## config.mk

```make
export PLATFORM = sky130hd
export DESIGN_NAME = rvh_l1d_spram_port_ctrl_flat
export DESIGN_NICKNAME = d
export VERILOG_FILES = /design/src/rtl/rvh_l1d_spram_port_ctrl_pkg.sv /design/src/rtl/rvh_l1d_spram_port_ctrl_if.sv /design/src/rtl/rvh_l1d_spram_wq.sv /design/src/rtl/rvh_l1d_spram_port_ctrl.sv /design/src/flat_wrapper.sv
export SDC_FILE = /design/constraint.sdc
export NUM_CORES = 1
export LEC_CHECK = 0
export ABC_AREA = 1
export BUFFER_PORTS_ARGS = -buffer_cell sky130_fd_sc_hd__clkbuf_2
export CORE_ASPECT_RATIO = 1.1
export CORE_MARGIN = 2
export CORE_UTILIZATION = 50
export DETAILED_ROUTE_END_ITERATION = 7
export GPL_TIMING_DRIVEN = 0
export PLACE_DENSITY = 0.71
export SLEW_MARGIN = 40
export SYNTH_ARGS = -nofsm -noshare
export SYNTH_HDL_FRONTEND = slang
export SYNTH_SLANG_ARGS = --single-unit
```

## constraint.sdc

```tcl
create_clock -name clk -period 4.44 [get_ports clk]
set_input_delay 0.444 -clock clk [delete_from_list [all_inputs] [get_ports clk]]
set_output_delay 0.444 -clock clk [all_outputs]
set_load 0.05 [all_outputs]
```

## src/rtl/rvh_l1d_spram_port_ctrl_pkg.sv

```systemverilog
// Shared types and elaboration-time parameter checks for the L1D single-port RAM front end.
`ifndef RVH_L1D_SPRAM_PKG_SV
`define RVH_L1D_SPRAM_PKG_SV

`define RVH_L1D_STATIC_CHECK(lbl, cond) \
    if (!(cond)) begin : lbl \
        $error("rvh_l1d_spram parameter check failed"); \
    end

package rvh_l1d_spram_pkg;

    typedef enum logic [1:0] {
        OP_IDLE = 2'd0,
        OP_RD   = 2'd1,
        OP_WR   = 2'd2
    } ram_op_e;

    localparam int unsigned MAX_RAM_LATENCY = 4;

endpackage

`endif

```

## src/rtl/rvh_l1d_spram_port_ctrl_if.sv

```systemverilog
// Requester-side read/write request and read response channels of the L1D RAM port controller.
// master = requester, slave = controller; rd/wr requests are valid/ready, responses have no backpressure.
interface rvh_l1d_spram_port_ctrl_if #(
    parameter int W     = 64,
    parameter int P     = 8,
    parameter int LOG2D = 6,
    parameter int ID_W  = 4
) ();
    logic             rd_req_vld;
    logic             rd_req_rdy;
    logic [LOG2D-1:0] rd_req_addr;
    logic [ID_W-1:0]  rd_req_id;
    logic             rd_resp_vld;
    logic [ID_W-1:0]  rd_resp_id;
    logic [W-1:0]     rd_resp_data;
    logic             wr_req_vld;
    logic             wr_req_rdy;
    logic [LOG2D-1:0] wr_req_addr;
    logic [W-1:0]     wr_req_data;
    logic [W/P-1:0]   wr_req_mask;

    modport master (
        output rd_req_vld, rd_req_addr, rd_req_id,
        output wr_req_vld, wr_req_addr, wr_req_data, wr_req_mask,
        input  rd_req_rdy, rd_resp_vld, rd_resp_id, rd_resp_data, wr_req_rdy
    );

    modport slave (
        input  rd_req_vld, rd_req_addr, rd_req_id,
        input  wr_req_vld, wr_req_addr, wr_req_data, wr_req_mask,
        output rd_req_rdy, rd_resp_vld, rd_resp_id, rd_resp_data, wr_req_rdy
    );
endinterface

```

## src/rtl/rvh_l1d_spram_wq.sv

```systemverilog
// In-order write queue with per-entry valid bits and a combinational address-hit query.
// Head is visible combinationally; enqueue is refused while full, dequeue ignored while empty.
module rvh_l1d_spram_wq #(
    parameter int W     = 64,
    parameter int P     = 8,
    parameter int LOG2D = 6,
    parameter int DEPTH = 4
) (
    input  logic             clk,
    input  logic             rst_n,
    input  logic             enq_vld_i,
    input  logic [LOG2D-1:0] enq_addr_i,
    input  logic [W-1:0]     enq_data_i,
    input  logic [W/P-1:0]   enq_mask_i,
    input  logic             deq_i,
    input  logic [LOG2D-1:0] query_addr_i,
    output logic             hit_o,
    output logic             full_o,
    output logic             empty_o,
    output logic [LOG2D-1:0] head_addr_o,
    output logic [W-1:0]     head_data_o,
    output logic [W/P-1:0]   head_mask_o
);
    localparam int PW = $clog2(DEPTH);
    localparam int CW = PW + 1;

    logic [LOG2D-1:0] addr_q [DEPTH];
    logic [W-1:0]     data_q [DEPTH];
    logic [W/P-1:0]   mask_q [DEPTH];
    logic [DEPTH-1:0] vld_q, vld_d;
    logic [PW-1:0]    wptr_q, wptr_d, rptr_q, rptr_d;
    logic [CW-1:0]    cnt_q, cnt_d;
    logic             enq, deq;

    assign full_o      = (cnt_q == CW'(DEPTH));
    assign empty_o     = (cnt_q == '0);
    assign enq         = enq_vld_i && !full_o;
    assign deq         = deq_i && !empty_o;
    assign head_addr_o = addr_q[rptr_q];
    assign head_data_o = data_q[rptr_q];
    assign head_mask_o = mask_q[rptr_q];

    always_comb begin
        vld_d  = vld_q;
        wptr_d = wptr_q;
        rptr_d = rptr_q;
        if (deq) begin
            vld_d[rptr_q] = 1'b0;
            rptr_d        = rptr_q + 1'b1;
        end
        if (enq) begin
            vld_d[wptr_q] = 1'b1;
            wptr_d        = wptr_q + 1'b1;
        end
        cnt_d = cnt_q + CW'(enq) - CW'(deq);
    end

    // Hazard check sees only entries present at the start of the cycle.
    always_comb begin
        hit_o = 1'b0;
        for (int i = 0; i < DEPTH; i++) begin
            if (vld_q[i] && (addr_q[i] == query_addr_i)) hit_o = 1'b1;
        end
    end

    always_ff @(posedge clk or negedge rst_n) begin
        if (!rst_n) begin
            vld_q  <= '0;
            wptr_q <= '0;
            rptr_q <= '0;
            cnt_q  <= '0;
        end else begin
            vld_q  <= vld_d;
            wptr_q <= wptr_d;
            rptr_q <= rptr_d;
            cnt_q  <= cnt_d;
        end
    end

    always_ff @(posedge clk) begin
        if (enq) begin
            addr_q[wptr_q] <= enq_addr_i;
            data_q[wptr_q] <= enq_data_i;
            mask_q[wptr_q] <= enq_mask_i;
        end
    end
endmodule

```

## src/rtl/rvh_l1d_spram_port_ctrl.sv

```systemverilog
// Merges read and write requests onto one SRAM port; read data returns RAM_LATENCY cycles after issue.
// Writes wait in a queue; reads stall while full or while hitting a queued write address.
module rvh_l1d_spram_port_ctrl
    import rvh_l1d_spram_pkg::*;
#(
    parameter int W           = 64,
    parameter int P           = 8,
    parameter int LOG2D       = 6,
    parameter int RAM_LATENCY = 1,
    parameter int WQ_DEPTH    = 4,
    parameter int ID_W        = 4
) (
    input  logic                   clk,
    input  logic                   rst_n,
    rvh_l1d_spram_port_ctrl_if.slave req_if,
    output logic                   ram_ce_o,
    output logic                   ram_we_o,
    output logic [W/P-1:0]         ram_biten_o,
    output logic [LOG2D-1:0]       ram_addr_o,
    output logic [W-1:0]           ram_din_o,
    input  logic [W-1:0]           ram_dout_i,
    output logic                   wq_empty_o
);
    `RVH_L1D_STATIC_CHECK(g_chk_lanes, (W % P) == 0)
    `RVH_L1D_STATIC_CHECK(g_chk_lat, (RAM_LATENCY >= 1) && (RAM_LATENCY <= int'(MAX_RAM_LATENCY)))
    `RVH_L1D_STATIC_CHECK(g_chk_wq, (WQ_DEPTH >= 2) && ((WQ_DEPTH & (WQ_DEPTH - 1)) == 0))

    logic             wq_full, wq_empty, rd_hit;
    logic [LOG2D-1:0] head_addr;
    logic [W-1:0]     head_data;
    logic [W/P-1:0]   head_mask;
    ram_op_e          op;

    logic [RAM_LATENCY-1:0] pipe_vld_q, pipe_vld_d;
    logic [ID_W-1:0]        pipe_id_q [RAM_LATENCY];
    logic [ID_W-1:0]        pipe_id_d [RAM_LATENCY];

    rvh_l1d_spram_wq #(
        .W(W), .P(P), .LOG2D(LOG2D), .DEPTH(WQ_DEPTH)
    ) u_wq (
        .clk         (clk),
        .rst_n       (rst_n),
        .enq_vld_i   (req_if.wr_req_vld),
        .enq_addr_i  (req_if.wr_req_addr),
        .enq_data_i  (req_if.wr_req_data),
        .enq_mask_i  (req_if.wr_req_mask),
        .deq_i       (op == OP_WR),
        .query_addr_i(req_if.rd_req_addr),
        .hit_o       (rd_hit),
        .full_o      (wq_full),
        .empty_o     (wq_empty),
        .head_addr_o (head_addr),
        .head_data_o (head_data),
        .head_mask_o (head_mask)
    );

    assign req_if.rd_req_rdy = !wq_full && !rd_hit;
    assign req_if.wr_req_rdy = !wq_full;
    assign wq_empty_o        = wq_empty;

    // A full queue forces a drain so reads cannot starve writes indefinitely.
    always_comb begin
        op = OP_IDLE;
        if (wq_full)                                op = OP_WR;
        else if (req_if.rd_req_vld && !rd_hit)      op = OP_RD;
        else if (!wq_empty)                         op = OP_WR;
    end

    always_comb begin
        ram_ce_o    = 1'b0;
        ram_we_o    = 1'b0;
        ram_biten_o = '0;
        ram_addr_o  = '0;
        ram_din_o   = '0;
        case (op)
            OP_RD: begin
                ram_ce_o   = 1'b1;
                ram_addr_o = req_if.rd_req_addr;
            end
            OP_WR: begin
                ram_ce_o    = 1'b1;
                ram_we_o    = 1'b1;
                ram_biten_o = head_mask;
                ram_addr_o  = head_addr;
                ram_din_o   = head_data;
            end
            default: ;
        endcase
    end

    always_comb begin
        pipe_vld_d[0] = (op == OP_RD);
        pipe_id_d[0]  = (op == OP_RD) ? req_if.rd_req_id : '0;
        for (int i = 1; i < RAM_LATENCY; i++) begin
            pipe_vld_d[i] = pipe_vld_q[i-1];
            pipe_id_d[i]  = pipe_id_q[i-1];
        end
    end

    always_ff @(posedge clk or negedge rst_n) begin
        if (!rst_n) begin
            pipe_vld_q <= '0;
            for (int i = 0; i < RAM_LATENCY; i++) pipe_id_q[i] <= '0;
        end else begin
            pipe_vld_q <= pipe_vld_d;
            for (int i = 0; i < RAM_LATENCY; i++) pipe_id_q[i] <= pipe_id_d[i];
        end
    end

    assign req_if.rd_resp_vld  = pipe_vld_q[RAM_LATENCY-1];
    assign req_if.rd_resp_id   = pipe_id_q[RAM_LATENCY-1];
    assign req_if.rd_resp_data = pipe_vld_q[RAM_LATENCY-1] ? ram_dout_i : '0;
endmodule

```

## src/flat_wrapper.sv

```systemverilog
// flat-port wrapper written by rule: the top's interface ports become plain ports
module rvh_l1d_spram_port_ctrl_flat import rvh_l1d_spram_pkg::*;
#(
    parameter int W           = 64,
    parameter int P           = 8,
    parameter int LOG2D       = 6,
    parameter int RAM_LATENCY = 1,
    parameter int WQ_DEPTH    = 4,
    parameter int ID_W        = 4
)
  (clk, rst_n, ram_ce_o, ram_we_o, ram_biten_o, ram_addr_o, ram_din_o, ram_dout_i, wq_empty_o, req_if_rd_req_vld, req_if_rd_req_addr, req_if_rd_req_id, req_if_wr_req_vld, req_if_wr_req_addr, req_if_wr_req_data, req_if_wr_req_mask, req_if_rd_req_rdy, req_if_rd_resp_vld, req_if_rd_resp_id, req_if_rd_resp_data, req_if_wr_req_rdy);
  rvh_l1d_spram_port_ctrl_if #(.W(W), .P(P), .LOG2D(LOG2D), .ID_W(ID_W)) req_if_i ();
  input  logic clk;
  input  logic rst_n;
  output logic ram_ce_o;
  output logic ram_we_o;
  output logic [W/P-1:0] ram_biten_o;
  output logic [LOG2D-1:0] ram_addr_o;
  output logic [W-1:0] ram_din_o;
  input  logic [W-1:0] ram_dout_i;
  output logic wq_empty_o;
  input wire logic [$bits(req_if_i.rd_req_vld)-1:0] req_if_rd_req_vld;
  input wire logic [$bits(req_if_i.rd_req_addr)-1:0] req_if_rd_req_addr;
  input wire logic [$bits(req_if_i.rd_req_id)-1:0] req_if_rd_req_id;
  input wire logic [$bits(req_if_i.wr_req_vld)-1:0] req_if_wr_req_vld;
  input wire logic [$bits(req_if_i.wr_req_addr)-1:0] req_if_wr_req_addr;
  input wire logic [$bits(req_if_i.wr_req_data)-1:0] req_if_wr_req_data;
  input wire logic [$bits(req_if_i.wr_req_mask)-1:0] req_if_wr_req_mask;
  output wire logic [$bits(req_if_i.rd_req_rdy)-1:0] req_if_rd_req_rdy;
  output wire logic [$bits(req_if_i.rd_resp_vld)-1:0] req_if_rd_resp_vld;
  output wire logic [$bits(req_if_i.rd_resp_id)-1:0] req_if_rd_resp_id;
  output wire logic [$bits(req_if_i.rd_resp_data)-1:0] req_if_rd_resp_data;
  output wire logic [$bits(req_if_i.wr_req_rdy)-1:0] req_if_wr_req_rdy;
  assign req_if_i.rd_req_vld = req_if_rd_req_vld;
  assign req_if_i.rd_req_addr = req_if_rd_req_addr;
  assign req_if_i.rd_req_id = req_if_rd_req_id;
  assign req_if_i.wr_req_vld = req_if_wr_req_vld;
  assign req_if_i.wr_req_addr = req_if_wr_req_addr;
  assign req_if_i.wr_req_data = req_if_wr_req_data;
  assign req_if_i.wr_req_mask = req_if_wr_req_mask;
  assign req_if_rd_req_rdy = req_if_i.rd_req_rdy;
  assign req_if_rd_resp_vld = req_if_i.rd_resp_vld;
  assign req_if_rd_resp_id = req_if_i.rd_resp_id;
  assign req_if_rd_resp_data = req_if_i.rd_resp_data;
  assign req_if_wr_req_rdy = req_if_i.wr_req_rdy;
  rvh_l1d_spram_port_ctrl #(.W(W), .P(P), .LOG2D(LOG2D), .RAM_LATENCY(RAM_LATENCY), .WQ_DEPTH(WQ_DEPTH), .ID_W(ID_W)) u_core (.clk(clk), .rst_n(rst_n), .req_if(req_if_i), .ram_ce_o(ram_ce_o), .ram_we_o(ram_we_o), .ram_biten_o(ram_biten_o), .ram_addr_o(ram_addr_o), .ram_din_o(ram_din_o), .ram_dout_i(ram_dout_i), .wq_empty_o(wq_empty_o));
endmodule
```

==> impl_metrics.csv, run 1 <==
group,metric,value,unit
setup_path,crit_buf_inv,4,
layout,drive_gt1_share,25.2,%
clock_tree,cts_hold_buf,1,
sta,drv_slew,0,
hold_path,hp-class,"in -> reg",
yosys,syn_area_per_cell,10.8,um^2
floorplan,pin_count,308,
sta,fin_skew,0.0113,ns
yosys,synth_area_leaders,"edfxtp_1, nor2_1, o21ai_0",
power_and_ir_drop,power_frac_seq,32.5,%
floorplan,initial_utilization,50.8,%
setup_path,worstSetupPathType,"reg -> out",
sta,rsz0062_at_grt,"no",
clock_tree,path_clk_slew,0.06,ns
sta,max_slew_margin,49.6,%
layout,post-route-util,61.9,%
placement,hpwl,27.0,mm
floorplan,dieArea,0.0297,mm^2
grt,grt_start_max_net_pins,53,
status,status,"complete, no violations",
setup_path,end_kind,"primary output",
placement,place_area,0.0163,mm^2
floorplan,die_h,180,um
floorplan,chipWidth,164,um
flow_run,max-cap-violations,0,
grt,use_met3,7.46,%
drt,vias,10724,
power_and_ir_drop,switching_share,46.9,%
grt,gr-usage-met1,30.4,%
power_and_ir_drop,switchingPower,6.11,mW
yosys,synth_warnings,0,
yosys,synth_cells,1309,
clock_tree,root_buffer,"clkbuf_16",
sta,min_period,3.97,ns
sta,holdWs,0.0788,ns
drt,via_per_inst,5.25,
grt,grt_pass1_vias,10165,
drt,routed_wl,40.5,mm
clock_tree,htree_num_levels,1,
grt,gr-total-overflow,0,
grt,grt.busiest_layer,"met2",
layout,final_cell_mix,"nor2_1, edfxtp_1, clkbuf_2, o21ai_0, nand2_1",
setup_path,cp_max_fo,10,
sta,fmax,252,MHz
power_and_ir_drop,p_comb_share,48.3,%
setup_path,critPathMaxStageDelay,0.63,ns
sta,finalHoldViolCount,0,
yosys,yosys.area.top_type,"edfxtp_1",
drt,ant_nets,0,
grt,antenna_found_initial,6,
clock_tree,clk_path_buf_depth,3,
grt,grt_first_pass_wirelength,58.5,mm
clock_tree,clkSinkCount,328,
clock_tree,cts_tree,"done",
yosys,seq_area_frac_synth,69.0,%
drt,wire_per_inst,19.8,um
layout,fin_nets,1820,
layout,fillCellCount,2223,
floorplan,rows,64,
power_and_ir_drop,p_per_area,756,mW/mm^2
yosys,ys_types,24,
sta,setup-tns-final,0,ns
setup_path,crit_required,4.00,ns
yosys,synth_top_area_share,66.2,%
layout,seqCellArea,0.00977,mm^2
clock_tree,cts_setup_buffers,0,
drt,remaining_drc_errors,0,
sta,setup_violations,0,
grt,grtUsageMet2,45.1,%
drt,dr.pass1.iters,5,
yosys,ys_ff_latch,328,
power_and_ir_drop,ir_worst_vdd,0.499,mV
yosys,synth_nets,1476,
setup_path,path_common_cell,"clkbuf_1",
power_and_ir_drop,p_leak,7.33,nW
layout,multi_input_area,0.00358,mm^2
power_and_ir_drop,p_int,6.93,mW
setup_path,slowest_stage,"clkbuf_1",
placement,io_buffers,306,
grt,grt_usage,26.7,%
clock_tree,numCtsBuffers,31,
placement,gp_congestion,0.909,
yosys,netlist_area,0.0142,mm^2
sta,fin_crit_sh,89.4,%
clock_tree,clk_latency,0.55,ns
floorplan,core_area,0.0279,mm^2
layout,mostFrequentLayoutCell,"nor2_1",
drt,first_iter_violations,725,
setup_path,critPathTopFamily,"buffers and inverters",
setup_path,cp-start-kind,"register",
setup_path,crit_arrival,3.53,ns
clock_tree,cts.repair.resized,0,
setup_path,path_cells,"clkbuf_1, clkbuf_1, clkbuf_1, nor2_1, nor2_1, o21ai_0, a21oi_2, clkbuf_2",
sta,tightest_slew,0.756,ns
layout,syn_to_final_growth,21.8,%
power_and_ir_drop,pwr-share-clk,19.2,%
layout,final_cell_area,0.0172,mm^2
==> state kept, by name, summed over array words and instances, names as in the netlist <==
register                   flops
u_core.u_wq.data_q           256
u_core.u_wq.mask_q            32
u_core.u_wq.addr_q            24
u_core.req_if.rd_resp_id       4
u_core.u_wq.vld_q              4
u_core.u_wq.cnt_q              3
u_core.u_wq.rptr_q             2
u_core.u_wq.wptr_q             2
u_core.req_if.rd_resp_vld      1
==> Yosys cell counts <==
cell type and instances:
xor2_1 1, inv_1 123, nor2_1 319, ha_1 10
buf_6 5, fa_1 1, inv_2 4, nor2_2 1
o21ai_0 161, dfrtp_1 16, nand3_2 1, buf_2 16
xnor2_1 4, clkbuf_1 36, nand2_1 159, o21ai_1 1
edfxtp_1 312, a21oi_1 58, nand3_1 27, buf_4 1
nand2_2 1, buf_1 13, nor4_1 1, a21oi_2 38
==> final timing paths <==
check	from	endpoint	slack (ns)	cells past startpoint
max in group asynchronous	rst_n	u_core.u_wq.vld_q[3]	3.78	2
max reg2reg	u_core.u_wq.addr_q[3][0]	u_core.u_wq.cnt_q[2]	1.39	20
min	req_if_rd_req_id[1]	u_core.req_if.rd_resp_id[1]	0.08	3
min in group asynchronous	rst_n	u_core.req_if.rd_resp_id[3]	0.36	2
min reg2reg	u_core.u_wq.cnt_q[0]	u_core.u_wq.cnt_q[0]	0.52	1
max	u_core.u_wq.rptr_q[0]	ram_din_o[61]	0.47	8
==> logic make-up (layout without fill, tap and decap cells) <==
kind of cell / Yosys count / count (layout) / synth area share [%]
xor gates and xnor gates: 5 / 5 / 0.309
other: 0 / 6 / 0
DFF: 328 / 328 / 69.0
buffers and inverters: 198 / 562 / 5.68
adders and majority gates: 11 / 11 / 1.03
AOI/OAI and AO/OA: 258 / 258 / 10.1
and+or+nand+nor: 509 / 509 / 13.8
==> stage by stage <==
| stage | setup WS [ns] | total power [mW] | std cells |
|---|---|---|---|
| after floorplan | 1.11 | 8.72 | 1309 |
| after global placement | -0.148 | 10.5 | 1978 |
| after detailed placement | 1.03 | 10.6 | 1982 |
| after CTS | 0.434 | 13.1 | 2036 |
| after global routing | 0.292 | 13.7 | 2040 |
| final | 0.469 | 13.0 | 2042 |
==> area by class of cell <==
class                      instances  area share (%)
antenna                            6          0.0871
buffer                            71            1.91
clock buffer                      39            4.67
clock inverter                    14           0.820
inverter                         127            2.90
multi-input combinational        783            20.8
sequential                       328            56.7
tap                              363            2.63
timing repair buffer             311            9.54
==> power groups by stage <==
| stage | Combinational, mW | Sequential, mW | Clock [mW] |
|---|---|---|---|
| 6_report | 6.30 | 4.24 | 2.50 |
| 5_1_grt | 6.76 | 4.29 | 2.65 |
| 4_1_cts | 6.32 | 4.24 | 2.52 |
| 3_5_place_dp | 6.29 | 4.30 | 0 |
| 3_3_place_gp | 6.13 | 4.37 | 0 |
| 2_1_floorplan | 4.39 | 4.33 | 0 |
==> worst register-to-register path, cell delays in order (launching register included) <==
cell and delay (ns):
edfxtp_1 0.45, inv_1 0.12, nand2_1 0.05, nand2_1 0.07, inv_1 0.04, nand2_1 0.05, nor2_1 0.04, nand2_1 0.07
nand2_1 0.06, nor2_1 0.12, nand3_2 0.16, nand2_2 0.20, buf_6 0.22, buf_6 0.19, inv_1 0.06, ha_1 0.26
inv_1 0.05, ha_1 0.13, inv_1 0.05, fa_1 0.41, xnor2_1 0.14
==> metal layers <==
| metal | wire (um) | vias to the layer above |
|---|---|---|
| met5 | 0 | - |
| met4 | 2350 | 0 |
| met3 | 3840 | 102 |
| met2 | 19700 | 484 |
| met1 | 14600 | 5045 |
| li1 | - | 5093 |
No activity file was read; power rests on OpenSTA's default activity.
==> inputs of run 2 (changes only) <==
CELL_PAD_IN_SITES_DETAIL_PLACEMENT = 1   (was unset)
CELL_PAD_IN_SITES_GLOBAL_PLACEMENT = 1   (was unset)
CORE_UTILIZATION = 46   (was 50)
PLACE_DENSITY = 0.83   (was 0.71)
==> run 2 against run 1 <==
  * Flip-flop and latch count did not move
  * Wire length rose by 5.0%
  * Sequential power barely moved
  * Global-route usage fell by 0.48 points
  * Largest cell class unchanged
  * Largest power group unchanged
==> impl_metrics.csv, run 2 (synthesis gave the netlist of run 1 again) <==
group,metric,value,unit
clock_tree,root_buffer,"clkbuf_16",
layout,reg_top3,"u_core.u_wq.data_q (256), u_core.u_wq.mask_q (32), u_core.u_wq.addr_q (24)",
clock_tree,htree_num_levels,2,
layout,seqCellArea,0.00977,mm^2
drt,wire_per_inst,20.3,um
sta,setup_slack,0.408,ns
hold_path,hp-class,"in -> reg",
layout,largest_reg_flops,256,
setup_path,crit_start,"u_core.u_wq.rptr_q[0]",
setup_path,cp_max_fo,10,
sta,tightest_slew,0.757,ns
floorplan,chipWidth,171,um
clock_tree,numCtsBuffers,34,
floorplan,rows,67,
sta,holdWs,0.129,ns
grt,antenna_found_initial,7,
clock_tree,path_clk_slew,0.06,ns
placement,place_area,0.0163,mm^2
placement,gp_congestion,0.892,
setup_path,crit_arrival,3.59,ns
placement,post-place-ws,0.994,ns
sta,finalHoldViolCount,0,
sta,setup_violations,0,
sta,drv_slew,0,
sta,rsz0062_at_grt,"no",
clock_tree,clkSinkCount,328,
sta,min_period,4.03,ns
power_and_ir_drop,p_leak,7.38,nW
sta,max_slew_margin,49.5,%
clock_tree,clk_latency,0.51,ns
setup_path,rrSetupSlack,1.25,ns
setup_path,reg2reg_to,"u_core.u_wq.cnt_q[2]",
setup_path,end_kind,"primary output",
drt,vias,10962,
clock_tree,clk_path_buf_depth,3,
grt,grt_usage,26.2,%
power_and_ir_drop,ir_worst_vdd,0.520,mV
layout,mostFrequentLayoutCell,"nor2_1",
setup_path,critPathTopFamily,"buffers and inverters",
power_and_ir_drop,p_per_area,767,mW/mm^2
layout,regMostFlops,"u_core.u_wq.data_q",
drt,via_per_inst,5.23,
grt,gr-total-overflow,0,
layout,final_cell_area,0.0174,mm^2
floorplan,dieArea,0.0322,mm^2
layout,drive_gt1_share,25.2,%
grt,grt_first_pass_wirelength,64.0,mm
floorplan,pin_count,308,
grt,grt_pass1_vias,11654,
setup_path,crit_path_end,"ram_din_o[13]",
layout,fin_nets,1823,
setup_path,crit_buf_inv,4,
setup_path,crit_required,4.00,ns
drt,ant_nets,0,
setup_path,path_cells,"clkbuf_1, clkbuf_1, clkbuf_1, nor2_1, nor2_1, o21ai_0, a21oi_1, clkbuf_2",
status,status,"complete, no violations",
setup_path,path_common_cell,"clkbuf_1",
setup_path,worstSetupPathType,"reg -> out",
flow_run,max-cap-violations,0,
drt,remaining_drc_errors,0,
setup_path,rr_worst_depth,18,
floorplan,die_h,188,um
layout,multi_input_area,0.00358,mm^2
setup_path,slowest_stage,"clkbuf_1",
sta,setup-tns-final,0,ns
sta,fin_skew,0.0272,ns
drt,routed_wl,42.5,mm
grt,grt_start_max_net_pins,46,
setup_path,worst_r2r_startpoint,"u_core.u_wq.addr_q[1][3]",
placement,io_buffers,306,
clock_tree,cts_tree,"done",
drt,dr.pass1.iters,5,
floorplan,core_area,0.0303,mm^2
setup_path,critPathMaxStageDelay,0.59,ns
sta,fin_crit_sh,90.8,%
placement,hpwl,28.6,mm
floorplan,initial_utilization,46.6,%
layout,fillCellCount,3391,
layout,syn_to_final_growth,23.0,%
layout,final_cell_mix,"nor2_1, edfxtp_1, clkbuf_2, o21ai_0, nand2_1",
setup_path,critical_path_cell_count,8,
setup_path,cp-start-kind,"register",
sta,fmax,248,MHz
power_and_ir_drop,total_power,13.4,mW
drt,first_iter_violations,598,
-- run 2: tightest hold or removal path: cells and delay by family --
family	cells	cell delay, ns
and+or+nand+nor	1	0.04
buffers and inverters	2	0.12
-- run 2: per-stage QoR --
stage               utilization [%]  cells
floorplan                         -   1309
global placement               53.4   2029
detailed placement             53.9   2033
CTS                            57.4   2093
global route                   57.4   2094
finish                         57.4   2096
-- run 2: area by class of cell --
type,count,share of cell area (%)
antenna,3,0.0431
sequential,328,56.1
buffer,71,1.88
inverter,127,2.91
timing repair buffer,311,9.49
multi-input combinational,783,20.6
clock buffer,43,5.14
clock inverter,16,0.891
tap,414,2.97
-- run 2: layer usage --
metal / up-vias / GRT usage (%) / part of all wire (%)
met4: 8 / 9.42 / 3.2
met3: 99 / 5.47 / 7.1
met2: 409 / 46.8 / 51
met5: - / 0 / 0.12
met1: 5354 / 31.0 / 38
li1: 5092 / - / -
-- run 2: worst min-delay path by stage --
stage | slack, ns | to | startpoint | cells past startpoint
4_1_cts | 0.11 | u_core.req_if.rd_resp_id[3] | req_if_rd_req_id[3] | 3
6_report | 0.13 | u_core.req_if.rd_resp_id[3] | req_if_rd_req_id[3] | 3
3_3_place_gp | 0.42 | u_core.u_wq.wptr_q[1] | rst_n | 1
3_5_place_dp | 0.42 | u_core.u_wq.wptr_q[0] | rst_n | 1
5_1_grt | 0.13 | u_core.req_if.rd_resp_id[3] | req_if_rd_req_id[3] | 3
2_1_floorplan | 0.15 | u_core.req_if.rd_resp_id[0] | rst_n | 0
-- run 2: report_power, final --
group,switching [mW],internal (mW)
Sequential,0.185,4.08
Clock,1.13,1.60
Combinational,4.95,1.41
-- run 2: what timing repair did --
action | CTS | global route
endpoints found under the hold margin | 16 | 0
hold buffers | 1 | 0
gates resized for setup | 0 | 0
setup buffers | 0 | 0
==> inputs of run 3 (changes only) <==
PLACE_DENSITY = 0.92   (was 0.83)
==> run 3 against run 2 <==
  * Clock skew is 0.011 ns lower
  * Maximum frequency is 0.52% lower
  * Utilization is 0.24 points higher
  * Global-route usage is 0.92 points higher
  * Combinational power hardly changed
  * Sequential power hardly changed
  * Clock-buffer cell count is 4 higher
  * Flip-flop and latch count stayed put
  * Hold slack worse by 0.011 ns
  * Critical path depth stayed put
  * Sequential share of layout area is 0.23 points lower
  * Total power is 1.5% higher
  * Critical path type unchanged
  * Critical endpoint is now ram_din_o[56]
==> impl_metrics.csv, run 3 (synthesis gave the netlist of run 1 again) <==
group,metric,value,unit
placement,io_buffers,306,
hold_path,hp-class,"in -> reg",
layout,reg_top3,"u_core.u_wq.data_q (256), u_core.u_wq.mask_q (32), u_core.u_wq.addr_q (24)",
placement,gp_congestion,0.843,
sta,min_period,4.05,ns
drt,routed_wl,44.3,mm
sta,tightest_slew,0.791,ns
floorplan,core_area,0.0303,mm^2
layout,mostFrequentLayoutCell,"nor2_1",
layout,largest_reg_flops,256,
flow_run,max-cap-violations,0,
hold_path,min_from,"req_if_rd_req_id[1]",
grt,use_met3,5.32,%
drt,ant_nets,0,
drt,first_iter_violations,710,
sta,drv_slew,0,
floorplan,dieArea,0.0322,mm^2
sta,max_slew_margin,47.3,%
setup_path,cp-start-kind,"register",
layout,fin_nets,1824,
sta,holdWs,0.118,ns
drt,dr.pass1.iters,5,
layout,fillCellCount,3364,
layout,final_cell_area,0.0175,mm^2
floorplan,rows,67,
clock_tree,cts_tree,"done",
setup_path,cp_max_fo,10,
setup_path,crit_arrival,3.61,ns
layout,seqCellArea,0.00977,mm^2
setup_path,crit_start,"u_core.u_wq.rptr_q[0]",
clock_tree,cts.repair.resized,0,
floorplan,pin_count,308,
layout,final_cell_mix,"nor2_1, edfxtp_1, clkbuf_2, o21ai_0, nand2_1",
sta,setup_violations,0,
setup_path,crit_required,4.00,ns
layout,drive_gt1_share,25.7,%
floorplan,initial_utilization,46.6,%
layout,syn_to_final_growth,23.5,%
clock_tree,htree_num_levels,2,
grt,antenna_found_initial,6,
grt,grt.busiest_layer,"met2",
setup_path,rrSetupSlack,1.26,ns
clock_tree,clk_latency,0.52,ns
power_and_ir_drop,total_power,13.5,mW
clock_tree,path_clk_slew,0.06,ns
drt,via_per_inst,5.25,
drt,wire_per_inst,21.1,um
sta,finalHoldViolCount,0,
placement,hpwl,30.7,mm
floorplan,chipWidth,171,um
grt,grt_first_pass_wirelength,66.0,mm
power_and_ir_drop,ir_worst_vdd,0.533,mV
setup_path,worstSetupPathType,"reg -> out",
setup_path,end_kind,"primary output",
drt,vias,11027,
power_and_ir_drop,p_leak,7.42,nW
grt,grt_start_max_net_pins,53,
grt,grt_pass1_vias,11890,
grt,gr-total-overflow,0,
grt,grt_usage,27.1,%
placement,place_area,0.0163,mm^2
clock_tree,numCtsBuffers,35,
setup_path,worst_r2r_startpoint,"u_core.u_wq.addr_q[1][1]",
layout,multi_input_area,0.00358,mm^2
drt,remaining_drc_errors,0,
grt,grtUsageMet2,50.6,%
status,status,"complete, no violations",
clock_tree,clkSinkCount,328,
clock_tree,clk_path_buf_depth,3,
clock_tree,root_buffer,"clkbuf_16",
grt,gr-usage-met1,29.6,%
sta,fmax,247,MHz
sta,fin_crit_sh,91.3,%
power_and_ir_drop,p_per_area,775,mW/mm^2
layout,regMostFlops,"u_core.u_wq.data_q",
floorplan,die_h,188,um
sta,fin_skew,0.0158,ns
sta,rsz0062_at_grt,"no",
[run 3: critical path: stages (launching register included)]
cell and delay (ns):
dfrtp_1 0.37, clkbuf_1 0.54, clkbuf_1 0.67, clkbuf_1 0.55
nor2_1 0.13, nor2_1 0.12, o21ai_0 0.14, a21oi_2 0.25
clkbuf_2 0.31
[run 3: metrics by stage]
stage	utilization [%]	instances	worst slack [ns]	setup TNS, ns
after floorplan	-	1309	1.11	0
after global placement	53.4	2029	-0.00651	-0.117
after detailed placement	53.8	2033	0.995	0
after CTS	57.6	2097	0.373	0
after global routing	57.6	2099	0.278	0
final	57.6	2101	0.387	0
[run 3: final timing paths]
path / end / cells after the start
max: ram_din_o[56] / 8
min: u_core.req_if.rd_resp_id[1] / 3
max reg2reg: u_core.u_wq.cnt_q[2] / 20
min reg2reg: u_core.u_wq.vld_q[1] / 2
max in group asynchronous: u_core.u_wq.wptr_q[0] / 2
min in group asynchronous: u_core.req_if.rd_resp_id[1] / 2
[run 3: layout make-up]
type / count / share of cell area, %
clock inverters: 16 / 0.880
clock buffers: 47 / 5.57
repair buffers: 311 / 9.45
well taps: 414 / 2.96
diodes: 4 / 0.0572
flip-flops and latches: 328 / 55.9
plain buffers: 71 / 1.87
multi-input cells: 783 / 20.5
inverters: 127 / 2.86
[run 3: timing repair]
item / in CTS / in global routing
hold buffers: 1 / 0
endpoints found under the hold margin: 16 / 0
setup buffers: 0 / 0
[run 3: power by group]
group / leakage, nW / switching, mW / internal, mW
combinational: 3.81 / 4.97 / 1.41
sequential: 3.05 / 0.198 / 4.08
clock: 0.554 / 1.21 / 1.68
[run 3: routing by layer]
layer | vias to the layer above | share of wire (%)
met5 | - | 0.032
met4 | 2 | 4.1
met3 | 101 | 6.4
met2 | 417 | 53
met1 | 5406 | 37
li1 | 5101 | -
